===== config.mk =====
export PLATFORM = sky130hd
export DESIGN_NAME = ps2_key_tracker
export DESIGN_NICKNAME = d
export VERILOG_FILES = /design/src/rtl/ps2_pkg.sv /design/src/rtl/ps2_frame_rx.sv /design/src/rtl/ps2_key_tracker.sv
export SDC_FILE = /design/constraint.sdc
export NUM_CORES = 1
export LEC_CHECK = 0
export ABC_AREA = 0
export BUFFER_PORTS_ARGS = -buffer_cell sky130_fd_sc_hd__clkbuf_2
export CORE_ASPECT_RATIO = 1.25
export CORE_MARGIN = 1
export CORE_UTILIZATION = 54
export DETAILED_ROUTE_END_ITERATION = 12
export GPL_ROUTABILITY_DRIVEN = 0
export HOLD_SLACK_MARGIN = 0.05
export PLACE_DENSITY = 0.77
export RECOVER_POWER = 25
export SLEW_MARGIN = 5
export SYNTH_ARGS = -nofsm -noshare
export SYNTH_HDL_FRONTEND = slang
export SYNTH_HIERARCHICAL = 1
export SYNTH_SLANG_ARGS = --single-unit

===== constraint.sdc =====
create_clock -name CLK100MHZ -period 1.6 [get_ports CLK100MHZ]
set_input_delay 0.16 -clock CLK100MHZ [delete_from_list [all_inputs] [get_ports CLK100MHZ]]
set_output_delay 0.16 -clock CLK100MHZ [all_outputs]
set_load 0.01 [all_outputs]

===== src/rtl/ps2_pkg.sv =====
// ============================================================================
// Module   : ps2_pkg
// Brief    : Scan-code constants, decoder state type and default key map for
//            the PS/2 key tracker.
// Revision : 1.0
// ============================================================================
`timescale 1ns/1ps
`default_nettype none

package ps2_pkg;

  localparam logic [7:0] SC_E0 = 8'hE0;
  localparam logic [7:0] SC_F0 = 8'hF0;
  localparam logic [7:0] SC_AA = 8'hAA;
  localparam logic [7:0] SC_FA = 8'hFA;
  localparam logic [7:0] SC_EE = 8'hEE;
  localparam logic [7:0] SC_FE = 8'hFE;

  localparam logic [7:0] SC_D1 = 8'h16;
  localparam logic [7:0] SC_D2 = 8'h1E;
  localparam logic [7:0] SC_D3 = 8'h26;
  localparam logic [7:0] SC_D4 = 8'h25;
  localparam logic [7:0] SC_D5 = 8'h2E;
  localparam logic [7:0] SC_D6 = 8'h36;
  localparam logic [7:0] SC_D7 = 8'h3D;
  localparam logic [7:0] SC_D8 = 8'h3E;
  localparam logic [7:0] SC_D9 = 8'h46;

  // {ext, code} per channel: ch3 escape (plain 76), ch2 space, ch1 right, ch0 left.
  localparam logic [35:0] KEY_CODES_DEFAULT = {9'h076, 9'h029, 9'h174, 9'h16B};

  typedef enum logic [1:0] {
    DEC_IDLE     = 2'd0,
    DEC_GOT_E0   = 2'd1,
    DEC_GOT_F0   = 2'd2,
    DEC_GOT_E0F0 = 2'd3
  } dec_state_t;

  function automatic logic [3:0] digit_level(input logic [7:0] c);
    logic [3:0] lvl;
    case (c)
      SC_D1:   lvl = 4'd1;
      SC_D2:   lvl = 4'd2;
      SC_D3:   lvl = 4'd3;
      SC_D4:   lvl = 4'd4;
      SC_D5:   lvl = 4'd5;
      SC_D6:   lvl = 4'd6;
      SC_D7:   lvl = 4'd7;
      SC_D8:   lvl = 4'd8;
      SC_D9:   lvl = 4'd9;
      default: lvl = 4'd0;
    endcase
    return lvl;
  endfunction

  // Keyboard status/acknowledge bytes that never carry key information.
  function automatic logic is_ignored(input logic [7:0] c);
    return (c == SC_AA) || (c == SC_FA) || (c == SC_EE) || (c == SC_FE) ||
           (c == 8'h00) || (c == 8'hFF);
  endfunction

endpackage

`default_nettype wire


===== src/rtl/ps2_frame_rx.sv =====
// ============================================================================
// Module   : ps2_frame_rx
// Brief    : PS/2 line conditioning and 11-bit frame receiver with timeout.
// Revision : 1.0
// ============================================================================
`timescale 1ns/1ps
`default_nettype none

module ps2_frame_rx
  import ps2_pkg::*;
#(
  parameter int FILTER_LEN  = 8,
  parameter int TIMEOUT_CYC = 200000
) (
  input  logic       clk_i,
  input  logic       rst_i,
  input  logic       ps2_clk_i,
  input  logic       ps2_data_i,
  output logic [7:0] byte_o,
  output logic       byte_valid_o,
  output logic       frame_err_o
);

  localparam int FW = $clog2(FILTER_LEN + 1);
  localparam int TW = $clog2(TIMEOUT_CYC + 1);
  localparam logic [FW-1:0] FILT_LAST = FW'(FILTER_LEN - 1);
  localparam logic [TW-1:0] TO_LAST   = TW'(TIMEOUT_CYC - 1);

  logic [1:0]    clk_sync_q, data_sync_q;
  logic          filt_q;
  logic [FW-1:0] filt_cnt_q;
  logic [3:0]    bit_cnt_q;
  logic [7:0]    shift_q;
  logic          parity_q;
  logic [TW-1:0] idle_cnt_q;
  logic          byte_valid_q, frame_err_q;

  logic filt_flip, fall, timeout, frame_ok;

  always_comb begin
    filt_flip = (clk_sync_q[1] != filt_q) && (filt_cnt_q == FILT_LAST);
    fall      = filt_flip && filt_q;
    timeout   = (bit_cnt_q != 4'd0) && !fall && (idle_cnt_q == TO_LAST);
    frame_ok  = data_sync_q[1] && (^{shift_q, parity_q});
  end

  // Synchronisers reset high so a reset never fakes a falling edge.
  always_ff @(posedge clk_i or posedge rst_i) begin
    if (rst_i) begin
      clk_sync_q  <= 2'b11;
      data_sync_q <= 2'b11;
      filt_q      <= 1'b1;
      filt_cnt_q  <= '0;
    end else begin
      clk_sync_q  <= {clk_sync_q[0], ps2_clk_i};
      data_sync_q <= {data_sync_q[0], ps2_data_i};
      if (clk_sync_q[1] == filt_q) begin
        filt_cnt_q <= '0;
      end else if (filt_flip) begin
        filt_q     <= clk_sync_q[1];
        filt_cnt_q <= '0;
      end else begin
        filt_cnt_q <= filt_cnt_q + FW'(1);
      end
    end
  end

  always_ff @(posedge clk_i or posedge rst_i) begin
    if (rst_i) begin
      bit_cnt_q    <= 4'd0;
      shift_q      <= 8'h00;
      parity_q     <= 1'b0;
      idle_cnt_q   <= '0;
      byte_valid_q <= 1'b0;
      frame_err_q  <= 1'b0;
    end else begin
      byte_valid_q <= 1'b0;
      frame_err_q  <= 1'b0;
      if (fall) begin
        idle_cnt_q <= '0;
        case (bit_cnt_q)
          4'd0: if (!data_sync_q[1]) bit_cnt_q <= 4'd1;
          4'd9: begin
            parity_q  <= data_sync_q[1];
            bit_cnt_q <= 4'd10;
          end
          4'd10: begin
            bit_cnt_q <= 4'd0;
            if (frame_ok) byte_valid_q <= 1'b1;
            else          frame_err_q  <= 1'b1;
          end
          default: begin
            shift_q   <= {data_sync_q[1], shift_q[7:1]};
            bit_cnt_q <= bit_cnt_q + 4'd1;
          end
        endcase
      end else if (timeout) begin
        bit_cnt_q   <= 4'd0;
        idle_cnt_q  <= '0;
        frame_err_q <= 1'b1;
      end else if (bit_cnt_q != 4'd0) begin
        idle_cnt_q <= idle_cnt_q + TW'(1);
      end else begin
        idle_cnt_q <= '0;
      end
    end
  end

  assign byte_o       = shift_q;
  assign byte_valid_o = byte_valid_q;
  assign frame_err_o  = frame_err_q;

endmodule

`default_nettype wire


===== src/rtl/ps2_key_tracker.sv =====
// ============================================================================
// Module   : ps2_key_tracker
// Brief    : PS/2 scan-code decoder with held-key channels and level select.
// Revision : 1.0
// ============================================================================
`timescale 1ns/1ps
`default_nettype none

module ps2_key_tracker
  import ps2_pkg::*;
#(
  parameter int                    NUM_KEYS    = 4,
  parameter logic [NUM_KEYS*9-1:0] KEY_CODES   = KEY_CODES_DEFAULT,
  parameter int                    FILTER_LEN  = 8,
  parameter int                    TIMEOUT_CYC = 200000,
  parameter int                    LEVEL_RESET = 1
) (
  input  logic                CLK100MHZ,
  input  logic                rst,
  input  logic                PS2_CLK,
  input  logic                PS2_DATA,
  output logic [NUM_KEYS-1:0] key_held,
  output logic [NUM_KEYS-1:0] key_press,
  output logic [NUM_KEYS-1:0] key_release,
  output logic [3:0]          level,
  output logic                code_valid,
  output logic [7:0]          code,
  output logic                code_ext,
  output logic                code_break,
  output logic                frame_err
);

  localparam logic [3:0] LEVEL_INIT = 4'(LEVEL_RESET);

  logic [7:0] rx_byte;
  logic       rx_valid, rx_err;

  ps2_frame_rx #(
    .FILTER_LEN  (FILTER_LEN),
    .TIMEOUT_CYC (TIMEOUT_CYC)
  ) u_rx (
    .clk_i        (CLK100MHZ),
    .rst_i        (rst),
    .ps2_clk_i    (PS2_CLK),
    .ps2_data_i   (PS2_DATA),
    .byte_o       (rx_byte),
    .byte_valid_o (rx_valid),
    .frame_err_o  (rx_err)
  );

  dec_state_t state_q, state_d;
  logic       emit_d, ext_d, brk_d;

  always_ff @(posedge CLK100MHZ or posedge rst) begin
    if (rst) state_q <= DEC_IDLE;
    else     state_q <= state_d;
  end

  always_comb begin
    state_d = state_q;
    emit_d  = 1'b0;
    ext_d   = 1'b0;
    brk_d   = 1'b0;
    if (rx_err) begin
      state_d = DEC_IDLE;
    end else if (rx_valid) begin
      case (state_q)
        DEC_IDLE: begin
          if (rx_byte == SC_E0)       state_d = DEC_GOT_E0;
          else if (rx_byte == SC_F0)  state_d = DEC_GOT_F0;
          else if (!is_ignored(rx_byte)) emit_d = 1'b1;
        end
        DEC_GOT_E0: begin
          if (rx_byte == SC_F0)       state_d = DEC_GOT_E0F0;
          else if (rx_byte != SC_E0) begin
            emit_d = 1'b1;
            ext_d  = 1'b1;
          end
        end
        DEC_GOT_F0: begin
          emit_d = 1'b1;
          brk_d  = 1'b1;
        end
        DEC_GOT_E0F0: begin
          emit_d = 1'b1;
          ext_d  = 1'b1;
          brk_d  = 1'b1;
        end
        default: state_d = DEC_IDLE;
      endcase
      if (emit_d) state_d = DEC_IDLE;
    end
  end

  logic       code_valid_q, code_ext_q, code_break_q;
  logic [7:0] code_q;

  always_ff @(posedge CLK100MHZ or posedge rst) begin
    if (rst) begin
      code_valid_q <= 1'b0;
      code_q       <= 8'h00;
      code_ext_q   <= 1'b0;
      code_break_q <= 1'b0;
    end else begin
      code_valid_q <= emit_d;
      if (emit_d) begin
        code_q       <= rx_byte;
        code_ext_q   <= ext_d;
        code_break_q <= brk_d;
      end
    end
  end

  logic [NUM_KEYS-1:0] match;

  for (genvar i = 0; i < NUM_KEYS; i++) begin : g_chan
    assign match[i] = code_valid_q && (KEY_CODES[9*i +: 9] == {code_ext_q, code_q});
  end

  logic [NUM_KEYS-1:0] held_q, press_q, release_q;
  logic [3:0]          level_q;

  always_ff @(posedge CLK100MHZ or posedge rst) begin
    if (rst) begin
      held_q    <= '0;
      press_q   <= '0;
      release_q <= '0;
    end else begin
      press_q   <= '0;
      release_q <= '0;
      for (int i = 0; i < NUM_KEYS; i++) begin
        if (match[i]) begin
          if (!code_break_q) begin
            held_q[i]  <= 1'b1;
            press_q[i] <= !held_q[i];
          end else if (held_q[i]) begin
            held_q[i]    <= 1'b0;
            release_q[i] <= 1'b1;
          end
        end
      end
    end
  end

  // Only plain digit makes move the level; a zero lookup means "not a digit".
  always_ff @(posedge CLK100MHZ or posedge rst) begin
    if (rst) begin
      level_q <= LEVEL_INIT;
    end else if (code_valid_q && !code_ext_q && !code_break_q &&
                 (digit_level(code_q) != 4'd0)) begin
      level_q <= digit_level(code_q);
    end
  end

  assign key_held    = held_q;
  assign key_press   = press_q;
  assign key_release = release_q;
  assign level       = level_q;
  assign code_valid  = code_valid_q;
  assign code        = code_q;
  assign code_ext    = code_ext_q;
  assign code_break  = code_break_q;
  assign frame_err   = rx_err;

endmodule

`default_nettype wire


After elaboration in Yosys (flattened, before gate mapping) --
Cells that the tools add are included.
Storage, ports and cells: logic and storage cells 161, register bits after elaboration 71, bits of input ports 4, output and inout bits 28
Operators by class: $add $sub $neg 3, eq/ne operators 33, reductions and logical operators 40, bitwise gates (word level) 2, mux-type cells 61
Operators by type and width (count):
- $eq A8 B8 Y1 const B | 7
- $mux W18 | 3
- $eq A8 B6 Y1 const B | 6
- $mux W1 | 42
- $pmux W4 S9 | 1
- $mux W4 | 5
- $add A18 B1 Y18 const B | 1
- $eq A18 B18 Y1 const B | 1
- $eq A9 B9 Y1 const A | 2
- $eq A8 B5 Y1 const B | 2
- $logic_and A1 B1 Y1 | 12
- $mux W2 | 6
- $pmux W4 S3 | 1
- $reduce_bool A4 Y1 | 3
- $eq A6 B9 Y1 const A | 1
- $eq A7 B9 Y1 const A | 1
- $reduce_xor A9 Y1 | 1
- $add A4 B1 Y4 const B | 2
- $eq A4 B4 Y1 const B | 2
- $eq A8 B7 Y1 const B | 1
- $logic_not A8 Y1 | 1
- $ne A8 B8 Y1 const B | 1
- $reduce_and A2 Y1 | 4
- $logic_not A1 Y1 | 7
- 19 further kinds | 26

Logic depth before layout (Yosys ltp) --
Gate-level depths: netlist of the first run.
word-level depth 15, mapped depth 8, gate-level depth less buffers 7

Modules after synthesis --
The synthesis of the first run kept the hierarchy.
Modules (own cells, without submodules):
- ps2_frame_rx | sequential area each 1057.3 um2, cells an instance 187, times used 1, area an instance 2045.7 um2
- ps2_key_tracker | sequential area each 726.9 um2, cells an instance 197, times used 1, area an instance 1749.2 um2

Least setup slack after synthesis of the first run --
OpenSTA, ideal clock, no wires.
kind reg2reg, start reg u_rx.filt_cnt_q[0], end reg u_rx.shift_q[0], in the netlist u_rx/byte_o[0], period minus slack after synthesis 1.759 ns, cell stages (with the launch flop) 7, setup slack -0.159 ns, data required time 1.475 ns, buffers on the path 1, arrival time 1.634 ns, setup time 0.125 ns, cell sequence dfrtp_1 -> ha_1 -> and3b_1 -> and3b_1 -> buf_2 -> o21ai_2 -> mux2_2
Between the ends: word-level cells in the longest chain between the ends 4
RTL lines:
- start: declaration | RTL line ps2_frame_rx.sv:31 | logic [FW-1:0] filt_cnt_q;
- start signal: assignment | RTL line ps2_frame_rx.sv:63 | filt_cnt_q <= filt_cnt_q + FW'(1);
- $eq A4 B3 Y1 | RTL line ps2_frame_rx.sv:41 | filt_flip = (clk_sync_q[1] != filt_q) && (filt_cnt_q == FILT_LAST);
- $logic_and A1 B1 Y1 | RTL line ps2_frame_rx.sv:41
- $logic_and A1 B1 Y1 | RTL line ps2_frame_rx.sv:42 | fall = filt_flip && filt_q;
- $reduce_and A2 Y1 (no source line)
- end signal: assignment | RTL line ps2_frame_rx.sv:93 | shift_q <= {data_sync_q[1], shift_q[7:1]};
- end: declaration | RTL line ps2_frame_rx.sv:33 | logic [7:0] shift_q;
Every way passes these cells. A chain may end at the register's enable or synchronous reset.

Worst setup path in the final report of the first run --
start reg state_q[0], end reg code_q[2], in the netlist code[2]
Between the ends: word-level cells in the longest chain between the ends 7, elaborated cells on any way between the ends 10, those cells by class eq/ne (3); mux (5); reduce/logical (2)
RTL lines:
- start: declaration | RTL line ps2_key_tracker.sv:51 | dec_state_t state_q, state_d;
- start signal: assignment | RTL line ps2_key_tracker.sv:56 | else state_q <= state_d;
- $eq A2 B2 Y1 | RTL line ps2_key_tracker.sv:67 | case (state_q)
- $reduce_or A2 Y1 (no source line)
- $pmux W1 S3 (*) | RTL line ps2_key_tracker.sv:67
- $mux W1 (*) | RTL line ps2_key_tracker.sv:66 | end else if (rx_valid) begin
- $mux W1 (*) | RTL line ps2_key_tracker.sv:64 | if (rx_err) begin
- $mux W1 (*) | RTL line ps2_key_tracker.sv:66
- $mux W1 (*) | RTL line ps2_key_tracker.sv:64
- end signal: assignment | RTL line ps2_key_tracker.sv:107 | code_q <= rx_byte;
- end: declaration | RTL line ps2_key_tracker.sv:96 | logic [7:0] code_q;
Mark *: on every way between the ends. The rest lies on a longest branch, timed or not. The select of a mux whose other input is x is not followed.

==> metrics.txt, run 1 <==
# TYPE chip_impl_metric gauge
chip_impl_metric{name="detailed_route_via_count",unit=""} 3432
chip_impl_metric{name="dieArea",unit="um^2"} 7369
chip_impl_metric{name="synth_seq_area_share",unit="%"} 47.02
chip_impl_metric{name="die_h",unit="um"} 95.73
chip_impl_metric{name="finish.instance_area",unit="um^2"} 5221
chip_impl_metric{name="pin_count_of_the_biggest_net_entering_global_routing",unit=""} 43
chip_impl_metric{name="syn_area_per_cell",unit="um^2"} 9.883
chip_impl_metric{name="grt.total_usage",unit="%"} 26.33
chip_impl_info{name="status",value="complete, but fails checks"} 1
chip_impl_metric{name="post-route-worst-setup-slack",unit="ps"} -198.6
chip_impl_metric{name="synth_edf_count",unit=""} 0
chip_impl_metric{name="switching_power",unit="mW"} 0.8308
chip_impl_metric{name="place_ws",unit="ps"} -147.0
chip_impl_metric{name="grt_pass1_vias",unit=""} 3387
chip_impl_metric{name="timing.final.crit_period",unit="ps"} 1799
chip_impl_info{name="cts_tree",value="built"} 1
chip_impl_metric{name="drt_first_iter_violations",unit=""} 194
chip_impl_metric{name="grtUsageMet3",unit="%"} 4.076
chip_impl_metric{name="placement.cell_area",unit="um^2"} 4486
chip_impl_metric{name="floorplan.io_pins",unit=""} 32
chip_impl_info{name="worstPathCellList",value="or4_4 -> o32ai_4 -> buf_4 -> o21ai_2 -> a31oi_1 -> o21ai_1"} 1
chip_impl_metric{name="largest_reg_flops",unit=""} 18
chip_impl_metric{name="worst_ir_drop_vdd",unit="V"} 0.0007191
chip_impl_info{name="cts-root-buf",value="clkbuf_8"} 1
chip_impl_info{name="crit_path_end_kind",value="flop"} 1
chip_impl_info{name="critical_hold_path_startpoint",value="u_rx/clk_sync_q[0]"} 1
chip_impl_metric{name="reg2reg_depth",unit=""} 6
chip_impl_metric{name="drt-vias-per-instance",unit=""} 5.887
chip_impl_metric{name="maxCapViolations",unit=""} 0
chip_impl_metric{name="start_util",unit="%"} 56.73
chip_impl_metric{name="x_dimension_of_the_die",unit="um"} 76.98
chip_impl_info{name="regToRegEndpoint",value="code[2]"} 1
chip_impl_info{name="synthFlopType",value="dfrtp_1"} 1
chip_impl_info{name="crit_path_start_kind",value="flop"} 1
chip_impl_metric{name="synthCells",unit=""} 384
chip_impl_info{name="min_path_type",value="flop to flop"} 1
chip_impl_metric{name="setup_tns",unit="ps"} -5005
chip_impl_metric{name="wire_per_inst",unit="um"} 17.53
chip_impl_metric{name="report.power.total",unit="mW"} 3.601
chip_impl_metric{name="groute.layer.met2.usage",unit="%"} 50.97
chip_impl_metric{name="grt_pass1_wl",unit="um"} 14860
chip_impl_metric{name="final_util",unit="%"} 78.06
chip_impl_metric{name="hold-path-cell-count",unit=""} 0
chip_impl_info{name="grt_setup_unrepaired",value="yes"} 1
chip_impl_metric{name="combined_area_of_the_multi_input_logic_cells",unit="um^2"} 2172
chip_impl_metric{name="drt_drc_violations_left",unit=""} 0
chip_impl_metric{name="p_leak",unit="nW"} 2.369
chip_impl_metric{name="layout-area-overhead-vs-synth",unit="%"} 37.59
chip_impl_metric{name="number_of_buffers_added_by_the_clock_tree_synthesis_step",unit=""} 9
chip_impl_metric{name="fill_cells",unit=""} 412
chip_impl_info{name="worst_r2r_startpoint",value="state_q[0]"} 1
chip_impl_info{name="failed_checks",value="negative setup slack"} 1
chip_impl_info{name="crit_slowest_cell",value="or4_4"} 1
chip_impl_metric{name="critPathMaxStageDelay",unit="ps"} 550
chip_impl_metric{name="fmax",unit="MHz"} 556.0
chip_impl_metric{name="final.period_utilization",unit="%"} 112.4
chip_impl_metric{name="detailedRoute.firstPassIterationCount",unit=""} 4
chip_impl_metric{name="timing.critical_path.fanout_max",unit=""} 4
chip_impl_metric{name="worst-endpoint-required",unit="ps"} 1840
chip_impl_metric{name="drt-total-wl",unit="um"} 10220
chip_impl_metric{name="yosys.cell_types.count",unit=""} 62
chip_impl_info{name="global_route.peak_usage_layer",value="met2"} 1
chip_impl_metric{name="layout.area.seq",unit="um^2"} 1787
chip_impl_metric{name="cts.htree.levels",unit=""} 3
chip_impl_metric{name="worst_hold_slack",unit="ps"} 357.8
chip_impl_metric{name="clock_latency",unit="ps"} 350
chip_impl_metric{name="hpwl",unit="um"} 6045
chip_impl_metric{name="clk_transition_reported_paths",unit="ps"} 80
chip_impl_metric{name="grt_antenna_before_repair",unit=""} 0
chip_impl_metric{name="timing.clock.skew",unit="ps"} 12.39
chip_impl_metric{name="grtUsageMet1",unit="%"} 25.66
chip_impl_metric{name="drive_above_1_share",unit="%"} 42.94
chip_impl_metric{name="setup.reg_to_reg.worst_slack",unit="ps"} -200
chip_impl_metric{name="setup_violations",unit=""} 44
chip_impl_metric{name="timing.slew.headroom",unit="%"} 52.22
chip_impl_info{name="worstSetupPathType",value="flop to flop"} 1
chip_impl_metric{name="synth_warnings",unit=""} 6
chip_impl_metric{name="rows",unit=""} 33
chip_impl_metric{name="synth-async-reset-ratio",unit="%"} 100.0
chip_impl_metric{name="postSynthNetCount",unit=""} 394
chip_impl_info{name="max_flop_register",value="u_rx/idle_cnt_q"} 1
chip_impl_metric{name="globalRoute.totalOverflow",unit=""} 0
chip_impl_metric{name="port-buffer-count",unit=""} 31
chip_impl_metric{name="clock_tree.buffer_depth",unit=""} 2
chip_impl_metric{name="comb_power_share",unit="%"} 6.2
chip_impl_metric{name="final_max_slew_viol_count",unit=""} 0
chip_impl_metric{name="switching_share",unit="%"} 23.07
chip_impl_metric{name="finalHoldViolCount",unit=""} 0
chip_impl_metric{name="sequential_share_of_power",unit="%"} 52.5
chip_impl_metric{name="synth.ff_latch_count",unit=""} 71
chip_impl_metric{name="power.share.clock",unit="%"} 41.2
chip_impl_metric{name="internal_power",unit="mW"} 2.771
chip_impl_metric{name="critPathArrivalTime",unit="ps"} 2030
chip_impl_metric{name="drtAntennaViolNets",unit=""} 0
chip_impl_metric{name="final-instance-count-excl-fill",unit=""} 583
chip_impl_metric{name="clock-sinks",unit=""} 71
chip_impl_info{name="holdPathEnd",value="u_rx/clk_sync_q[1]"} 1
chip_impl_metric{name="synth.cell_area",unit="um^2"} 3795
chip_impl_metric{name="timing_worst_slew_pin_value",unit="ps"} 716.8
chip_impl_metric{name="power_density",unit="nW/um^2"} 689.8
chip_impl_metric{name="count_of_antenna_diodes_in_the_layout",unit=""} 0
chip_impl_metric{name="placed_cells_incl_taps",unit=""} 547
chip_impl_metric{name="core_area",unit="um^2"} 6689
chip_impl_metric{name="num-nets-final",unit=""} 501
==> synthesized netlist by cell type, types with 6 or more instances <==
| cell | count | area share, % |
|---|---|---|
| nand2b_1 | 12 | 2.0 |
| a31oi_1 | 8 | 1.3 |
| o21ai_0 | 14 | 1.8 |
| dfstp_2 | 6 | 4.2 |
| xor2_1 | 13 | 3.0 |
| mux2_2 | 11 | 3.3 |
| nor3_1 | 6 | 0.79 |
| and3_1 | 11 | 1.8 |
| dfrtp_1 | 65 | 43 |
| nand2_1 | 28 | 2.8 |
| nor2_1 | 38 | 3.8 |
| clkbuf_1 | 6 | 0.59 |
| a221oi_1 | 6 | 1.4 |
| xnor2_1 | 13 | 3.0 |
| nand3_1 | 24 | 3.2 |
| nor4_1 | 6 | 0.99 |
| ha_1 | 6 | 2.0 |
| nand4_1 | 8 | 1.3 |
| buf_2 | 9 | 1.2 |
| inv_1 | 18 | 1.8 |
==> kinds of logic (layout without fill, tap and decap cells) <==
kind of cell / count (synthesis) / count (layout) / synth area share (%)
AND/OR/NAND/NOR: 166 / 166 / 23.58
flip-flops: 71 / 71 / 47.02
AO/OA/AOI/OAI: 61 / 62 / 11.57
buffers and inverters: 38 / 149 / 4.945
XOR/XNOR: 27 / 27 / 6.594
multiplexers: 15 / 15 / 4.319
adder cells (fa/ha/maj): 6 / 6 / 1.978
==> layer usage <==
metal	up-vias	wire length, um	share of wire [%]
li1	1576	-	-
met1	1692	3642	36
met2	124	5758	56
met3	40	399	3.9
met4	0	418	4.1
met5	-	0	0
==> what timing repair did <==
action | CTS | global route
gates cloned | 2 | 2
endpoints found under the setup margin | 44 | 57
setup buffers | 6 | 7
hold buffers | 3 | 0
gates resized for setup | 22 | 64
endpoints found under the hold margin | 67 | 0
pin swaps | 9 | 27
==> cells in the final DEF (no fill, tap or decap), types with 6 or more instances in the layout <==
cell	netlist	final
buf_4	0	71
dfrtp_1	65	63
clkbuf_2	2	31
nand2_1	28	26
nand3_1	24	23
nor2_1	38	20
inv_1	18	18
xor2_1	13	12
nand2b_1	12	11
and3_1	11	11
clkbuf_8	0	11
xnor2_1	13	10
nor2_4	0	10
nor2_2	1	9
mux2_4	0	9
nand4_1	8	8
a31oi_1	8	7
a221oi_1	6	6
o21ai_0	14	6
o21ai_1	1	6
dfstp_2	6	6
==> how the worst max path moves through the flow <==
stage / start / to / slack [ps] / cells past startpoint
6_report: state_q[0] / code[2] / -200 / 6
5_1_grt: u_rx/byte_o[5] / code[0] / -280 / 6
4_1_cts: state_q[0] / code[5] / -150 / 6
3_5_place_dp: u_rx/bit_cnt_q[1] / u_rx/byte_o[1] / -150 / 5
3_3_place_gp: state_q[0] / code[5] / -90 / 5
2_1_floorplan: u_rx/byte_o[5] / code[4] / -90 / 5
==> critical path: cells and delay by family, from the launching register on <==
family | cells | cell delay (ps)
AOI/OAI and AO/OA | 4 | 600
and+or+nand+nor | 1 | 550
DFF | 1 | 380
buffers and inverters | 1 | 150
==> power by group through the flow <==
stage                     clock network [mW]  registers [mW]  logic, mW
after CTS                               1.50            1.89      0.186
after global routing                    1.57            1.90      0.246
after detailed placement                   0            1.92      0.174
after global placement                     0            1.92      0.169
after floorplan                            0            1.92      0.111
final                                   1.48            1.89      0.225
==> cell type report <==
class / instances / share of cell area [%]
clock buffers: 13 / 3.043
clock inverters: 3 / 0.8148
inverters: 18 / 1.294
multi-input cells: 276 / 41.60
flip-flops and latches: 71 / 34.22
well taps: 87 / 2.085
repair buffers: 115 / 16.94
Power figures use the tool's default switching activity.
==> inputs of run 2 (changes only) <==
CORE_UTILIZATION = 55   (was 54)
CTS_BUF_LIST = sky130_fd_sc_hd__clkbuf_4   (was not set)
PLACE_DENSITY = 0.78   (was 0.77)
==> metrics.txt, run 2 (synthesis gave the netlist of run 1 again) <==
# TYPE chip_impl_metric gauge
chip_impl_info{name="status",value="complete, but fails checks"} 1
chip_impl_info{name="failed_checks",value="negative setup slack"} 1
chip_impl_metric{name="start_util",unit="%"} 57.44
chip_impl_metric{name="setup_violations",unit=""} 46
chip_impl_metric{name="grtUsageMet1",unit="%"} 27.93
chip_impl_metric{name="power.share.clock",unit="%"} 38.2
chip_impl_metric{name="grt_pass1_wl",unit="um"} 14790
chip_impl_metric{name="final_util",unit="%"} 78.03
chip_impl_metric{name="grt_antenna_before_repair",unit=""} 0
chip_impl_metric{name="worst_ir_drop_vdd",unit="V"} 0.0005860
chip_impl_metric{name="switching_power",unit="mW"} 0.8066
chip_impl_metric{name="x_dimension_of_the_die",unit="um"} 76.30
chip_impl_info{name="worst_r2r_startpoint",value="state_q[0]"} 1
chip_impl_metric{name="cts.htree.levels",unit=""} 3
chip_impl_metric{name="fill_cells",unit=""} 415
chip_impl_metric{name="hpwl",unit="um"} 5892
chip_impl_info{name="min_path_type",value="primary input to flop"} 1
chip_impl_metric{name="pin_count_of_the_biggest_net_entering_global_routing",unit=""} 43
chip_impl_metric{name="num-nets-final",unit=""} 497
chip_impl_metric{name="number_of_buffers_added_by_the_clock_tree_synthesis_step",unit=""} 9
chip_impl_metric{name="internal_power",unit="mW"} 2.564
chip_impl_metric{name="core_area",unit="um^2"} 6606
chip_impl_metric{name="rows",unit=""} 33
chip_impl_metric{name="fmax",unit="MHz"} 547.5
chip_impl_metric{name="detailedRoute.firstPassIterationCount",unit=""} 5
chip_impl_metric{name="maxCapViolations",unit=""} 0
chip_impl_metric{name="drt-vias-per-instance",unit=""} 5.883
chip_impl_metric{name="clock_latency",unit="ps"} 440
chip_impl_metric{name="floorplan.io_pins",unit=""} 32
chip_impl_metric{name="layout.area.seq",unit="um^2"} 1788
chip_impl_metric{name="place_ws",unit="ps"} -175.0
chip_impl_metric{name="report.power.total",unit="mW"} 3.371
chip_impl_info{name="regToRegEndpoint",value="code[4]"} 1
chip_impl_metric{name="final.period_utilization",unit="%"} 114.2
chip_impl_metric{name="drtAntennaViolNets",unit=""} 0
chip_impl_metric{name="clock-sinks",unit=""} 71
chip_impl_metric{name="timing_worst_slew_pin_value",unit="ps"} 725.5
chip_impl_metric{name="placed_cells_incl_taps",unit=""} 547
chip_impl_metric{name="drt_first_iter_violations",unit=""} 205
chip_impl_metric{name="worst_hold_slack",unit="ps"} 351.8
chip_impl_metric{name="layout-area-overhead-vs-synth",unit="%"} 35.84
chip_impl_metric{name="finalHoldViolCount",unit=""} 0
chip_impl_metric{name="combined_area_of_the_multi_input_logic_cells",unit="um^2"} 2175
chip_impl_metric{name="grtUsageMet3",unit="%"} 3.575
chip_impl_metric{name="setup.reg_to_reg.worst_slack",unit="ps"} -230
chip_impl_metric{name="timing.final.crit_period",unit="ps"} 1827
chip_impl_metric{name="count_of_antenna_diodes_in_the_layout",unit=""} 0
chip_impl_metric{name="port-buffer-count",unit=""} 31
chip_impl_info{name="timing.critical_path.from",value="state_q[0]"} 1
chip_impl_metric{name="drt_drc_violations_left",unit=""} 0
chip_impl_metric{name="switching_share",unit="%"} 23.93
chip_impl_metric{name="p_leak",unit="nW"} 2.334
chip_impl_info{name="layout.cells.most_common_list",value="buf_4, dfrtp_1, clkbuf_2"} 1
chip_impl_metric{name="sequential_share_of_power",unit="%"} 56.1
chip_impl_metric{name="post-route-worst-setup-slack",unit="ps"} -226.7
chip_impl_info{name="max_flop_register",value="u_rx/idle_cnt_q"} 1
chip_impl_info{name="cp-endpoint",value="code[4]"} 1
chip_impl_info{name="cts-root-buf",value="clkbuf_4"} 1
chip_impl_metric{name="wire_per_inst",unit="um"} 16.99
chip_impl_info{name="crit_path_end_kind",value="flop"} 1
chip_impl_info{name="grt_setup_unrepaired",value="yes"} 1
chip_impl_metric{name="drive_above_1_share",unit="%"} 42.07
chip_impl_metric{name="timing.slew.headroom",unit="%"} 51.63
chip_impl_info{name="crit_path_start_kind",value="flop"} 1
chip_impl_metric{name="final_max_slew_viol_count",unit=""} 0
chip_impl_metric{name="grt_pass1_vias",unit=""} 3233
chip_impl_metric{name="final-instance-count-excl-fill",unit=""} 579
chip_impl_metric{name="critPathArrivalTime",unit="ps"} 2150
chip_impl_info{name="cts_tree",value="built"} 1
chip_impl_metric{name="reg2reg_depth",unit=""} 6
chip_impl_info{name="global_route.peak_usage_layer",value="met2"} 1
chip_impl_metric{name="clock_tree.buffer_depth",unit=""} 2
chip_impl_info{name="leading_cell_type_in_the_layout_fill_and_taps_excluded",value="buf_4"} 1
chip_impl_metric{name="drt-total-wl",unit="um"} 9836
chip_impl_metric{name="groute.layer.met2.usage",unit="%"} 50.30
chip_impl_metric{name="worst-endpoint-required",unit="ps"} 1920
chip_impl_metric{name="clk_transition_reported_paths",unit="ps"} 120
chip_impl_metric{name="grt.total_usage",unit="%"} 25.99
chip_impl_metric{name="dieArea",unit="um^2"} 7238
chip_impl_metric{name="timing.clock.skew",unit="ps"} 20.08
chip_impl_metric{name="comb_power_share",unit="%"} 5.7
chip_impl_metric{name="power_density",unit="nW/um^2"} 653.9
chip_impl_metric{name="timing.critical_path.fanout_max",unit=""} 5
chip_impl_metric{name="largest_reg_flops",unit=""} 18
chip_impl_metric{name="detailed_route_via_count",unit=""} 3406
chip_impl_metric{name="die_h",unit="um"} 94.87
chip_impl_metric{name="globalRoute.totalOverflow",unit=""} 0
chip_impl_info{name="worstSetupPathType",value="flop to flop"} 1
==> run 2: area by class of cell <==
cell class                 instances  share of cell area [%]
sequential                        71                   34.68
inverter                          18                   1.311
timing repair buffer             111                   16.70
clock buffer                       9                   1.311
multi-input combinational        276                   42.18
clock inverter                     7                   1.699
tap                               87                   2.112
==> run 2: layer usage <==
layer  up-vias  part of all wire, %
li1       1572                    -
met3        29                  4.0
met4         0                  2.4
met5         -                    0
met2       119                   55
met1      1686                   38
==> run 2: repair_timing <==
item,in CTS,in global routing
endpoints found under the setup margin,43,57
pin swaps,10,19
cloned,1,4
hold buffers,3,0
gates resized for setup,25,59
setup buffers,3,5
endpoints found under the hold margin,67,0
==> run 2: worst max-delay path, stage by stage (launching register included) <==
cell      delay, ps
dfrtp_1         400
or4_4           560
o32ai_4         260
o21a_4          220
buf_12          120
nand2_1          50
o311ai_1        110
==> run 2: through the flow <==
stage / area [um^2] / setup TNS, ps
6_report: 5155 / -5131
5_1_grt: 5155 / -8398
4_1_cts: 4815 / -3908
3_5_place_dp: 4498 / -2853
3_3_place_gp: 4498 / -1502
2_1_floorplan: 3847 / -1253
==> run 2: how the worst min path moves through the flow <==
| stage | start | endpoint | slack, ps | cells past startpoint |
|---|---|---|---|---|
| finish | PS2_CLK | u_rx/clk_sync_q[0] | 350 | 2 |
| global route | PS2_CLK | u_rx/clk_sync_q[0] | 340 | 2 |
| CTS | rst | state_q[1] | 330 | 4 |
| detailed placement | rst | state_q[1] | 250 | 3 |
| global placement | rst | key_held[1] | 240 | 3 |
| floorplan | PS2_CLK | u_rx/clk_sync_q[0] | 160 | 0 |
==> run 2: power groups by stage <==
stage / clock [mW] / sequential (mW) / combinational [mW]
2_1_floorplan: 0 / 1.92 / 0.111
3_3_place_gp: 0 / 1.92 / 0.166
3_5_place_dp: 0 / 1.92 / 0.176
4_1_cts: 1.29 / 1.89 / 0.184
5_1_grt: 1.36 / 1.90 / 0.216
6_report: 1.29 / 1.89 / 0.194
==> inputs of run 3 (changes only) <==
MAX_ROUTING_LAYER = met4   (was not set)
==> metrics.txt, run 3 (synthesis gave the netlist of run 1 again) <==
# TYPE chip_impl_metric gauge
chip_impl_metric{name="clk_transition_reported_paths",unit="ps"} 120
chip_impl_metric{name="count_of_antenna_diodes_in_the_layout",unit=""} 0
chip_impl_info{name="global_route.peak_usage_layer",value="met2"} 1
chip_impl_metric{name="critPathArrivalTime",unit="ps"} 2150
chip_impl_metric{name="hpwl",unit="um"} 5892
chip_impl_metric{name="start_util",unit="%"} 57.44
chip_impl_metric{name="globalRoute.totalOverflow",unit=""} 0
chip_impl_metric{name="x_dimension_of_the_die",unit="um"} 76.30
chip_impl_metric{name="grt_antenna_before_repair",unit=""} 0
chip_impl_metric{name="core_area",unit="um^2"} 6606
chip_impl_metric{name="timing.slew.headroom",unit="%"} 51.43
chip_impl_info{name="holdPathEnd",value="u_rx/clk_sync_q[0]"} 1
chip_impl_metric{name="finalHoldViolCount",unit=""} 0
chip_impl_info{name="layout.cells.most_common_list",value="buf_4, dfrtp_1, clkbuf_2"} 1
chip_impl_metric{name="num-nets-final",unit=""} 497
chip_impl_metric{name="number_of_buffers_added_by_the_clock_tree_synthesis_step",unit=""} 9
chip_impl_metric{name="cts.htree.levels",unit=""} 3
chip_impl_metric{name="worst_ir_drop_vdd",unit="V"} 0.0005853
chip_impl_metric{name="fmax",unit="MHz"} 547.5
chip_impl_metric{name="reg2reg_depth",unit=""} 6
chip_impl_metric{name="grtUsageMet3",unit="%"} 3.865
chip_impl_info{name="cts_tree",value="built"} 1
chip_impl_info{name="worst_r2r_startpoint",value="state_q[0]"} 1
chip_impl_metric{name="placed_cells_incl_taps",unit=""} 547
chip_impl_metric{name="worst_hold_slack",unit="ps"} 352.8
chip_impl_metric{name="drt_drc_violations_left",unit=""} 0
chip_impl_info{name="status",value="complete, but fails checks"} 1
chip_impl_info{name="crit_path_end_kind",value="flop"} 1
chip_impl_metric{name="die_h",unit="um"} 94.87
chip_impl_metric{name="post-route-worst-setup-slack",unit="ps"} -226.6
chip_impl_metric{name="drt_first_iter_violations",unit=""} 211
chip_impl_metric{name="wire_per_inst",unit="um"} 17.01
chip_impl_info{name="crit_path_start_kind",value="flop"} 1
chip_impl_metric{name="timing.final.crit_period",unit="ps"} 1827
chip_impl_info{name="min_path_type",value="primary input to flop"} 1
chip_impl_metric{name="drt-total-wl",unit="um"} 9849
chip_impl_metric{name="dieArea",unit="um^2"} 7238
chip_impl_metric{name="clock-sinks",unit=""} 71
chip_impl_info{name="cts-root-buf",value="clkbuf_4"} 1
chip_impl_metric{name="setup_violations",unit=""} 48
chip_impl_metric{name="grtUsageMet1",unit="%"} 27.87
chip_impl_metric{name="timing.clock.skew",unit="ps"} 19.81
chip_impl_info{name="max_flop_register",value="u_rx/idle_cnt_q"} 1
chip_impl_metric{name="largest_reg_flops",unit=""} 18
chip_impl_metric{name="grt_pass1_vias",unit=""} 3247
chip_impl_metric{name="floorplan.io_pins",unit=""} 32
chip_impl_metric{name="drt-vias-per-instance",unit=""} 5.990
chip_impl_info{name="worstSetupPathType",value="flop to flop"} 1
chip_impl_metric{name="p_leak",unit="nW"} 2.334
chip_impl_metric{name="power_density",unit="nW/um^2"} 654.1
chip_impl_metric{name="final.period_utilization",unit="%"} 114.2
chip_impl_metric{name="final_max_slew_viol_count",unit=""} 0
chip_impl_info{name="regToRegEndpoint",value="code[4]"} 1
chip_impl_metric{name="final_util",unit="%"} 78.03
chip_impl_metric{name="grt.total_usage",unit="%"} 26.83
chip_impl_metric{name="detailedRoute.firstPassIterationCount",unit=""} 5
chip_impl_metric{name="clock_latency",unit="ps"} 440
chip_impl_metric{name="timing_worst_slew_pin_value",unit="ps"} 728.5
chip_impl_info{name="grt_setup_unrepaired",value="yes"} 1
chip_impl_metric{name="grt_pass1_wl",unit="um"} 14770
chip_impl_metric{name="rows",unit=""} 33
chip_impl_metric{name="drive_above_1_share",unit="%"} 42.07
chip_impl_metric{name="clock_tree.buffer_depth",unit=""} 2
chip_impl_metric{name="hold-path-cell-count",unit=""} 2
chip_impl_metric{name="drtAntennaViolNets",unit=""} 0
chip_impl_info{name="failed_checks",value="negative setup slack"} 1
chip_impl_metric{name="fill_cells",unit=""} 415
chip_impl_metric{name="worst-endpoint-required",unit="ps"} 1920
chip_impl_metric{name="port-buffer-count",unit=""} 31
chip_impl_metric{name="setup.reg_to_reg.worst_slack",unit="ps"} -230
chip_impl_info{name="leading_cell_type_in_the_layout_fill_and_taps_excluded",value="buf_4"} 1
chip_impl_metric{name="maxCapViolations",unit=""} 0
chip_impl_metric{name="detailed_route_via_count",unit=""} 3468
chip_impl_metric{name="layout-area-overhead-vs-synth",unit="%"} 35.84
chip_impl_metric{name="timing.critical_path.fanout_max",unit=""} 5
chip_impl_metric{name="pin_count_of_the_biggest_net_entering_global_routing",unit=""} 43
chip_impl_metric{name="final-instance-count-excl-fill",unit=""} 579
chip_impl_metric{name="groute.layer.met2.usage",unit="%"} 50.23
chip_impl_info{name="critical_hold_path_startpoint",value="PS2_CLK"} 1
chip_impl_metric{name="place_ws",unit="ps"} -175.0
## run 3: cell counts in the layout (fill, tap and decap cells not counted)
Identical to the previous run, type by type.
## run 3: power breakdown
group	internal, mW	leakage [nW]	switching, mW	total [mW]
Combinational	0.0913	1.29	0.102	0.193
Clock	0.621	0.0786	0.668	1.29
Sequential	1.85	0.964	0.0383	1.89
## run 3: worst max path at each step
| stage | from | end | slack [ps] |
|---|---|---|---|
| floorplan | u_rx/byte_o[5] | code[4] | -90 |
| global route | state_q[0] | code[4] | -310 |
| CTS | state_q[0] | code[4] | -190 |
| detailed placement | state_q[0] | code[4] | -180 |
| global placement | u_rx/byte_o[5] | u_rx/frame_err_o | -100 |
| finish | state_q[0] | code[4] | -230 |
## run 3: what timing repair did
action	in CTS	in global routing
hold buffers	3	0
gates resized for setup	25	59
hold endpoints to repair	67	0
setup buffers	3	5
cloned	1	4
pin swaps	10	19
setup endpoints to repair	43	57
## run 3: layout make-up
| type | count | area (um^2) | area share, % |
|---|---|---|---|
| multi-input cells | 276 | 2175 | 42.18 |
| flip-flops and latches | 71 | 1788 | 34.68 |
| repair buffers | 111 | 860.8 | 16.70 |
| well taps | 87 | 108.9 | 2.112 |
| clock inverters | 7 | 87.58 | 1.699 |
| clock buffers | 9 | 67.56 | 1.311 |
| inverters | 18 | 67.56 | 1.311 |
## run 3: per-stage QoR
step           setup TNS (ps)  instance area (um^2)  power [mW]
6_report                -5311                  5155       3.372
5_1_grt                 -8373                  5155       3.482
4_1_cts                 -3908                  4815       3.359
3_5_place_dp            -2853                  4498       2.099
3_3_place_gp            -1502                  4498       2.083
2_1_floorplan           -1253                  3847       2.027
## run 3: critical path: stages, from the launching register on
cell	delay [ps]
dfrtp_1	400
or4_4	560
o32ai_4	260
o21a_4	220
buf_12	120
nand2_1	50
o311ai_1	110
## run 3: layer usage
metal | part of all wire (%) | vias up | wire length [um]
met5 | 0 | - | 0
met4 | 2.1 | 0 | 208
met3 | 4.5 | 32 | 447
met2 | 56 | 149 | 5489
met1 | 38 | 1711 | 3704
li1 | - | 1576 | -
